==> config.mk <==
export PLATFORM = sky130hd
export DESIGN_NAME = hazard_stall_controller
export DESIGN_NICKNAME = d
export VERILOG_FILES = /design/src/rtl/pipeline_ctrl_pkg.sv /design/src/rtl/hazard_instr_decode.sv /design/src/rtl/hazard_stall_controller.sv
export SDC_FILE = /design/constraint.sdc
export NUM_CORES = 1
export LEC_CHECK = 0
export ABC_AREA = 1
export BUFFER_PORTS_ARGS = -buffer_cell sky130_fd_sc_hd__buf_4
export CAP_MARGIN = 20
export CORE_UTILIZATION = 40
export DETAILED_ROUTE_END_ITERATION = 8
export PLACE_DENSITY = 0.79
export SLEW_MARGIN = 10
export SYNTH_ARGS = -nofsm -noshare
export SYNTH_HDL_FRONTEND = slang
export SYNTH_SLANG_ARGS = --single-unit
==> constraint.sdc <==
create_clock -name clk -period 1.55 [get_ports clk]
set_input_delay 0.155 -clock clk [delete_from_list [all_inputs] [get_ports clk]]
set_output_delay 0.155 -clock clk [all_outputs]
set_load 0.02 [all_outputs]
==> src/rtl/pipeline_ctrl_pkg.sv <==
// Shared opcode/funct encodings and FSM state type for the ID/EX hazard and stall controller.
package pipeline_ctrl_pkg;

    localparam logic [5:0] OP_RTYPE = 6'h00;
    localparam logic [5:0] OP_J     = 6'h02;
    localparam logic [5:0] OP_JAL   = 6'h03;
    localparam logic [5:0] OP_BEQ   = 6'h04;
    localparam logic [5:0] OP_BNE   = 6'h05;
    localparam logic [5:0] OP_SW    = 6'h2B;

    localparam logic [5:0] FN_SLL   = 6'h00;
    localparam logic [5:0] FN_SRL   = 6'h02;
    localparam logic [5:0] FN_SRA   = 6'h03;
    localparam logic [5:0] FN_MFHI  = 6'h10;
    localparam logic [5:0] FN_MFLO  = 6'h12;
    localparam logic [5:0] FN_MULT  = 6'h18;
    localparam logic [5:0] FN_MULTU = 6'h19;
    localparam logic [5:0] FN_DIV   = 6'h1A;
    localparam logic [5:0] FN_DIVU  = 6'h1B;

    typedef enum logic {
        ST_RUN      = 1'b0,
        ST_MDU_BUSY = 1'b1
    } ctrl_state_e;

endpackage

==> src/rtl/hazard_instr_decode.sv <==
// Combinational decode of the IF/ID instruction: register fields, which source
// registers it reads, and whether it is a multiply/divide or an HI/LO move.
module hazard_instr_decode
    import pipeline_ctrl_pkg::*;
(
    input  logic [31:0] id_instr,
    output logic [4:0]  rs,
    output logic [4:0]  rt,
    output logic        uses_rs,
    output logic        uses_rt,
    output logic        is_mdu,
    output logic        is_hilo
);

    logic [5:0] op;
    logic [5:0] funct;
    logic       is_nop;
    logic       is_rtype;

    always_comb begin
        op       = id_instr[31:26];
        funct    = id_instr[5:0];
        rs       = id_instr[25:21];
        rt       = id_instr[20:16];
        is_nop   = (id_instr == 32'h0);
        is_rtype = (op == OP_RTYPE) && !is_nop;

        // Shifts by immediate read rt only; jumps read no registers.
        uses_rs = !(is_nop || op == OP_J || op == OP_JAL ||
                    (op == OP_RTYPE && (funct == FN_SLL || funct == FN_SRL || funct == FN_SRA)));
        uses_rt = is_rtype || op == OP_BEQ || op == OP_BNE || op == OP_SW;

        is_mdu  = (op == OP_RTYPE) && (funct == FN_MULT || funct == FN_MULTU ||
                                       funct == FN_DIV  || funct == FN_DIVU);
        is_hilo = (op == OP_RTYPE) && (funct == FN_MFHI || funct == FN_MFLO);
    end

endmodule

==> src/rtl/hazard_stall_controller.sv <==
// ID/EX sequencing controller: load-use stalls, MDU occupancy window, branch flush.
// Optional stall-cycle statistic counter built only when HAZARD_STATS_EN is defined.
module hazard_stall_controller
    import pipeline_ctrl_pkg::*;
#(
    parameter int MDU_CYCLES = 32,
    parameter int CNT_W      = 6
) (
    input  logic        clk,
    input  logic        rst_n,
    input  logic [31:0] id_instr,
    input  logic        idex_mem_read,
    input  logic [4:0]  idex_rt,
    input  logic        branch_taken,
    output logic        pc_write,
    output logic        ifid_write,
    output logic        ifid_flush,
    output logic        idex_bubble,
    output logic        mdu_start,
    output logic        mdu_busy,
    output logic        mdu_done,
    output logic [31:0] stall_cycles
);

    logic [4:0] rs;
    logic [4:0] rt;
    logic       uses_rs;
    logic       uses_rt;
    logic       is_mdu;
    logic       is_hilo;
    logic       load_use;
    logic       stall;
    logic       start_raw;

    ctrl_state_e      state_q, state_d;
    logic [CNT_W-1:0] cnt_q, cnt_d;

    hazard_instr_decode u_decode (
        .id_instr (id_instr),
        .rs       (rs),
        .rt       (rt),
        .uses_rs  (uses_rs),
        .uses_rt  (uses_rt),
        .is_mdu   (is_mdu),
        .is_hilo  (is_hilo)
    );

    always_comb begin
        load_use = idex_mem_read && (idex_rt != 5'd0) &&
                   ((uses_rs && rs == idex_rt) || (uses_rt && rt == idex_rt));
    end

    always_comb begin
        state_d   = state_q;
        cnt_d     = cnt_q;
        stall     = 1'b0;
        start_raw = 1'b0;
        mdu_busy  = 1'b0;
        mdu_done  = 1'b0;
        case (state_q)
            ST_RUN: begin
                stall = load_use;
                if (is_mdu && !load_use) begin
                    start_raw = 1'b1;
                    cnt_d     = CNT_W'(MDU_CYCLES - 1);
                    state_d   = ST_MDU_BUSY;
                end
            end
            ST_MDU_BUSY: begin
                mdu_busy = 1'b1;
                stall    = load_use || is_hilo || is_mdu;
                if (cnt_q == '0) begin
                    mdu_done = 1'b1;
                    state_d  = ST_RUN;
                end else begin
                    cnt_d = cnt_q - CNT_W'(1);
                end
            end
            default: state_d = ST_RUN;
        endcase
    end

    // State is forced to RUN asynchronously in reset, so only the input-driven
    // terms need masking to keep the outputs at their reset values.
    always_comb begin
        pc_write    = !(stall && rst_n);
        ifid_write  = !(stall && rst_n);
        idex_bubble = stall && rst_n;
        ifid_flush  = branch_taken && !stall && rst_n;
        mdu_start   = start_raw && rst_n;
    end

    always_ff @(posedge clk or negedge rst_n) begin
        if (!rst_n) begin
            state_q <= ST_RUN;
            cnt_q   <= '0;
        end else begin
            state_q <= state_d;
            cnt_q   <= cnt_d;
        end
    end

`ifdef HAZARD_STATS_EN
    logic [31:0] stall_cycles_q, stall_cycles_d;

    always_comb begin
        stall_cycles_d = stall_cycles_q;
        if (!pc_write && stall_cycles_q != 32'hFFFF_FFFF) begin
            stall_cycles_d = stall_cycles_q + 32'd1;
        end
    end

    always_ff @(posedge clk or negedge rst_n) begin
        if (!rst_n) begin
            stall_cycles_q <= '0;
        end else begin
            stall_cycles_q <= stall_cycles_d;
        end
    end

    assign stall_cycles = stall_cycles_q;
`else
    assign stall_cycles = 32'd0;
`endif

endmodule

Yosys cells after proc, flatten, opt, wreduce, memory -nomap -nowiden
Cells that the tools add are included.
Widths: inputs -> output; s select.
{"block": "totals", "ff_bits": 7, "latch_bits": 0, "ram_bits": 0, "rom_bits": 0, "input_bits": 41, "out_inout_bits": 39, "memories": 0}
{"block": "op_classes", "addsub": 1, "mul": 0, "n_div": 0, "magnitude_cmp": 0, "eq_ne": 17, "n_shift": 0, "mux": 11, "bitwise": 1, "reduce_logical": 39}
{"op": "$eq 6x5->1 const B", "n": 6}
{"op": "$logic_not 32->1", "n": 1}
{"op": "$eq 6x2->1 const B", "n": 4}
{"op": "$logic_not 6->1", "n": 3}
{"op": "$logic_or 1x1->1", "n": 15}
{"op": "$logic_and 1x1->1", "n": 13}
{"op": "$eq 6x3->1 const B", "n": 2}
{"op": "$mux 6", "n": 2}
{"op": "$pmux 6 s2", "n": 1}
{"op": "$eq 5x5->1", "n": 2}
{"op": "$eq 6x6->1 const B", "n": 1}
{"op": "$mux 1", "n": 6}
{"op": "$sub 6x1->6 const B", "n": 1}
{"op": "$logic_not 1->1", "n": 5}
{"op": "$reduce_bool 5->1", "n": 1}
{"op": "$ne 2x2->1 const B", "n": 2}
{"op": "$pmux 1 s2", "n": 2}
{"op": "$reduce_and 2->1", "n": 1}
{"op": "$not 1->1", "n": 1}

Depth between registers and ports, before layout
{"block": "logic_depth", "depth_word": 15, "ltp_mapped": 13}

Modules after synthesis
From an unflattened synthesis, not the netlist that was laid out.
{"block": "unflattened", "cells_unflattened": 215, "area_unflattened_um2": 1243.7}
{"module": "hazard_stall_controller", "instances": 1, "cells_each": 155, "area_each_um2": 938.4}
{"module": "hazard_instr_decode", "instances": 1, "cells_each": 60, "area_each_um2": 305.3}

Least setup slack after synthesis
Ideal clock, no wire load.
{"block": "synth_path", "path_type": "register to output", "from": "register state_q", "to": "output port mdu_start", "t_arrival_ns": 1.364, "t_required_ns": 1.395, "setup_slack_ns": 0.031, "stages_incl_launch_ff": 6, "path_buffers": 0, "path_cell_list": "dfrtp_1 -> inv_1 -> nand4_1 -> nor4_4 -> nand2_4 -> nor2_1"}
{"block": "synth_via", "elab_chain_cells": 2}
{"item": "start: declaration", "line": "hazard_stall_controller.sv:35", "text": "ctrl_state_e state_q, state_d;"}
{"item": "start signal: assignment", "line": "hazard_stall_controller.sv:98", "text": "state_q <= state_d;"}
{"item": "$mux 1", "line": "hazard_stall_controller.sv:60", "text": "case (state_q)"}
{"item": "$logic_and 1x1->1", "line": "hazard_stall_controller.sv:90", "text": "mdu_start = start_raw && rst_n;"}
{"item": "end: declaration", "line": "hazard_stall_controller.sv:19", "text": "output logic mdu_start,"}
No other way between the ends.

Final worst setup path
Ends and elaborated chain as after synthesis.

==> flow_summary_export.csv <==
group,metric,value,unit
timing,finalCritPeriodShare,105,%
routing,first_iter_violations,10,
power,vdd_drop_max,0.294,mV
timing,setup_slack,-85.2,ps
setup_path,cp_slowest_stage_delay,390,ps
routing,num_vias,1136,
min_path,hold_class,"in -> async",
run,drv_cap,0,
final_layout,fin_nets,276,
clock_tree,cts.sinks,7,
placed_design,io_buffers,47,
clock_tree,cts_root_buffer,"clkbuf_4",
grt,grt_pass1_wl,3550,um
final_layout,post-route-util,62.5,%
synthesis,synth_largest_area_cell,"buf_4",
placed_design,gp_congestion,0.825,
grt,grt_max_degree,11,
setup_path,cp-start-kind,"flop",
power,powerDensity,401,nW/um^2
clock_tree,clock_path_buffers,2,
setup_path,r2r_start,"cnt_q[0]",
timing,setup_violations,2,
clock_tree,cts.htree.levels,1,
setup_path,cp-end-kind,"output port",
synthesis,yosys_warnings,0,
final_layout,drive_gt1_share,40.3,%
timing,skew,0.928,ps
synthesis,synth_area_leaders,"buf_4 24%, dfrtp_1 17%, nand2_1 14%",
timing,period_minus_slack,1640,ps
setup_path,crit_required,1390,ps
status,status,"complete, but fails checks",
timing,hold_violations,0,
die,boundaryPins,80,
setup_path,path_class,"reg -> out",
placed_design,place_inst,250,
setup_path,crit_family,"simple AND/OR/NAND/NOR gates",
routing,ant_nets,0,
setup_path,crit_path_max_fanout,3,
routing,wl,2400,um
grt,grtUsageTotal,17.1,%
placed_design,dpl.hpwl,1860,um
setup_path,reg2reg_depth,10,
synthesis,synth_area,1050,um^2
synthesis,ys_ff_latch,7,
timing,maxSlewViolCount,0,
synthesis,avgSynthCellArea,6.22,um^2
timing,hold_ws,253,ps
die,rows,18,
power,p_leak,0.855,nW
timing,fmaxAchievable,612,MHz
final_layout,area_growth_syn_to_layout,47.4,%
routing,drc_errors,0,
setup_path,crit_arrival,1480,ps
die,die-area,2840,um^2
clock_tree,cts_tree,"built",
routing,vias_per_cell,4.32,
grt,grt-ovfl-total,0,
die,fp.dieW,53.3,um
grt,grt_antenna_before_repair,0,
timing,rsz0062_at_grt,"yes",
clock_tree,clk_pin_slew,60,ps
routing,drt_pass1_iterations,4,
setup_path,r2r_slack,100,ps
setup_path,r2r-end,"cnt_q[4]",
setup_path,cp_num_buf_inv,2,
synthesis,synth_top_area_share,23.6,%
clock_tree,numCtsBuffers,3,
clock_tree,clkLatencyLatePin,260,ps
die,fp.coreArea,2480,um^2
die,die_h,53.3,um
synthesis,syn_inst,169,
synthesis,synth-seq-area-share,16.7,%
synthesis,ys_types,23,
setup_path,crit_chain,"inv_2 -> nand4_1 -> nor4_4 -> nand2_4 -> nor2_4 -> buf_6",
final_layout,diodes,0,
status,violations,"negative setup slack",
die,start_util,42.4,%
routing,post_drt_wl_per_cell,9.13,um
grt,grt_pass1_vias,905,
setup_path,slowest_stage,"dfrtp_1",
final_layout,layoutNonFillerInstCount,263,
[report_power, final]
part / switching, mW / internal [mW] / total (mW)
clock network: 0.0805 / 0.0991 / 0.180
registers: 0 / 0.183 / 0.183
logic: 0.153 / 0.106 / 0.259
total: 0.233 / 0.388 / 0.621
[per-stage QoR]
| stage | instance area (um^2) | setup TNS [ps] | setup WS, ps | power, mW |
|---|---|---|---|---|
| 2_1_floorplan | 1170 | 0 | 31.2 | 0.372 |
| 3_3_place_gp | 1360 | 0 | 23.1 | 0.421 |
| 3_5_place_dp | 1360 | 0 | 0.114 | 0.423 |
| 4_1_cts | 1410 | -85.2 | -79.4 | 0.592 |
| 5_1_grt | 1550 | -398 | -124 | 0.655 |
| 6_report | 1550 | -119 | -85.2 | 0.621 |
[placed cells by master (no fill, tap or decap)]
cell,count
ha_2,1
clkbuf_4,3
inv_2,1
buf_6,3
buf_4,58
nand3_1,5
inv_1,19
clkbuf_1,1
o21ai_1,2
xnor2_1,4
nand2_1,35
nor4_2,1
nor3_1,2
xor2_1,5
nor2_4,5
nand2_2,6
o21ai_0,2
conb_1,32
or2_2,1
dfrtp_1,7
nand4_1,5
nor2_2,9
or2_1,1
nor3_2,2
nand2_4,3
dlygate4sd3_1,1
nor4_4,1
a2111oi_0,1
a21oi_1,1
nor2_1,16
[registers in the layout, summed over array words and instances (netlist names)]
| name | flops |
|---|---|
| cnt_q | 6 |
| state_q | 1 |
[cell type report]
| class | instances | area, um^2 |
|---|---|---|
| fillers | 248 | 928 |
| multi-input cells | 140 | 756 |
| repair buffers | 62 | 479 |
| flip-flops and latches | 7 | 175 |
| inverters | 20 | 75.1 |
| well taps | 30 | 37.5 |
| clock buffers | 4 | 26.3 |
[cells by family (layout without fill, tap and decap cells)]
kind of cell | after synthesis | in the layout | share of synthesized area (%)
simple gates | 92 | 92 | 40.4
buf+inv | 53 | 86 | 30.7
xor+xnor | 9 | 9 | 7.50
flops | 7 | 7 | 16.7
compound gates | 6 | 6 | 3.21
fa+ha+maj | 1 | 1 | 1.19
other cells | 1 | 32 | 0.357
[timing repair]
item	4_1_cts	5_1_grt
hold endpoints to repair	7	0
setup buffers	2	6
hold buffers	1	0
resized for setup	3	28
endpoints found under the setup margin	2	8
pin swaps	2	14
gates cloned	0	0
[metal layers]
metal / GRT usage, % / part of all wire (%) / vias up
li1: - / - / 581
met1: 19.2 / 39 / 499
met2: 31.7 / 53 / 52
met3: 2.59 / 6.0 / 4
met4: 6.58 / 1.8 / 0
met5: 0 / 0 / -
[cell usage after synthesis]
master / count
nand2_1: 39
buf_4: 33
nor2_1: 29
inv_1: 20
dfrtp_1: 7
nand3_1: 5
nand4_1: 5
xor2_1: 5
nor3_1: 4
xnor2_1: 4
nand2_4: 3
o21ai_0: 3
nand2_2: 2
a2111oi_0: 1
a21oi_1: 1
conb_1: 1
ha_1: 1
nor2_2: 1
nor4_1: 1
nor4_4: 1
o21ai_1: 1
or2_1: 1
or2_2: 1
[worst max path at each step]
stage / slack [ps] / cells past startpoint / startpoint / endpoint
after floorplan: 30 / 5 / state_q / mdu_start
after CTS: -80 / 6 / state_q / mdu_start
after detailed placement: 0.1 / 14 / id_instr[31] / idex_bubble
after global routing: -120 / 7 / cnt_q[0] / mdu_done
final: -90 / 6 / state_q / mdu_start
after global placement: 20 / 14 / id_instr[31] / idex_bubble
No activity file was read; power rests on OpenSTA's default activity.
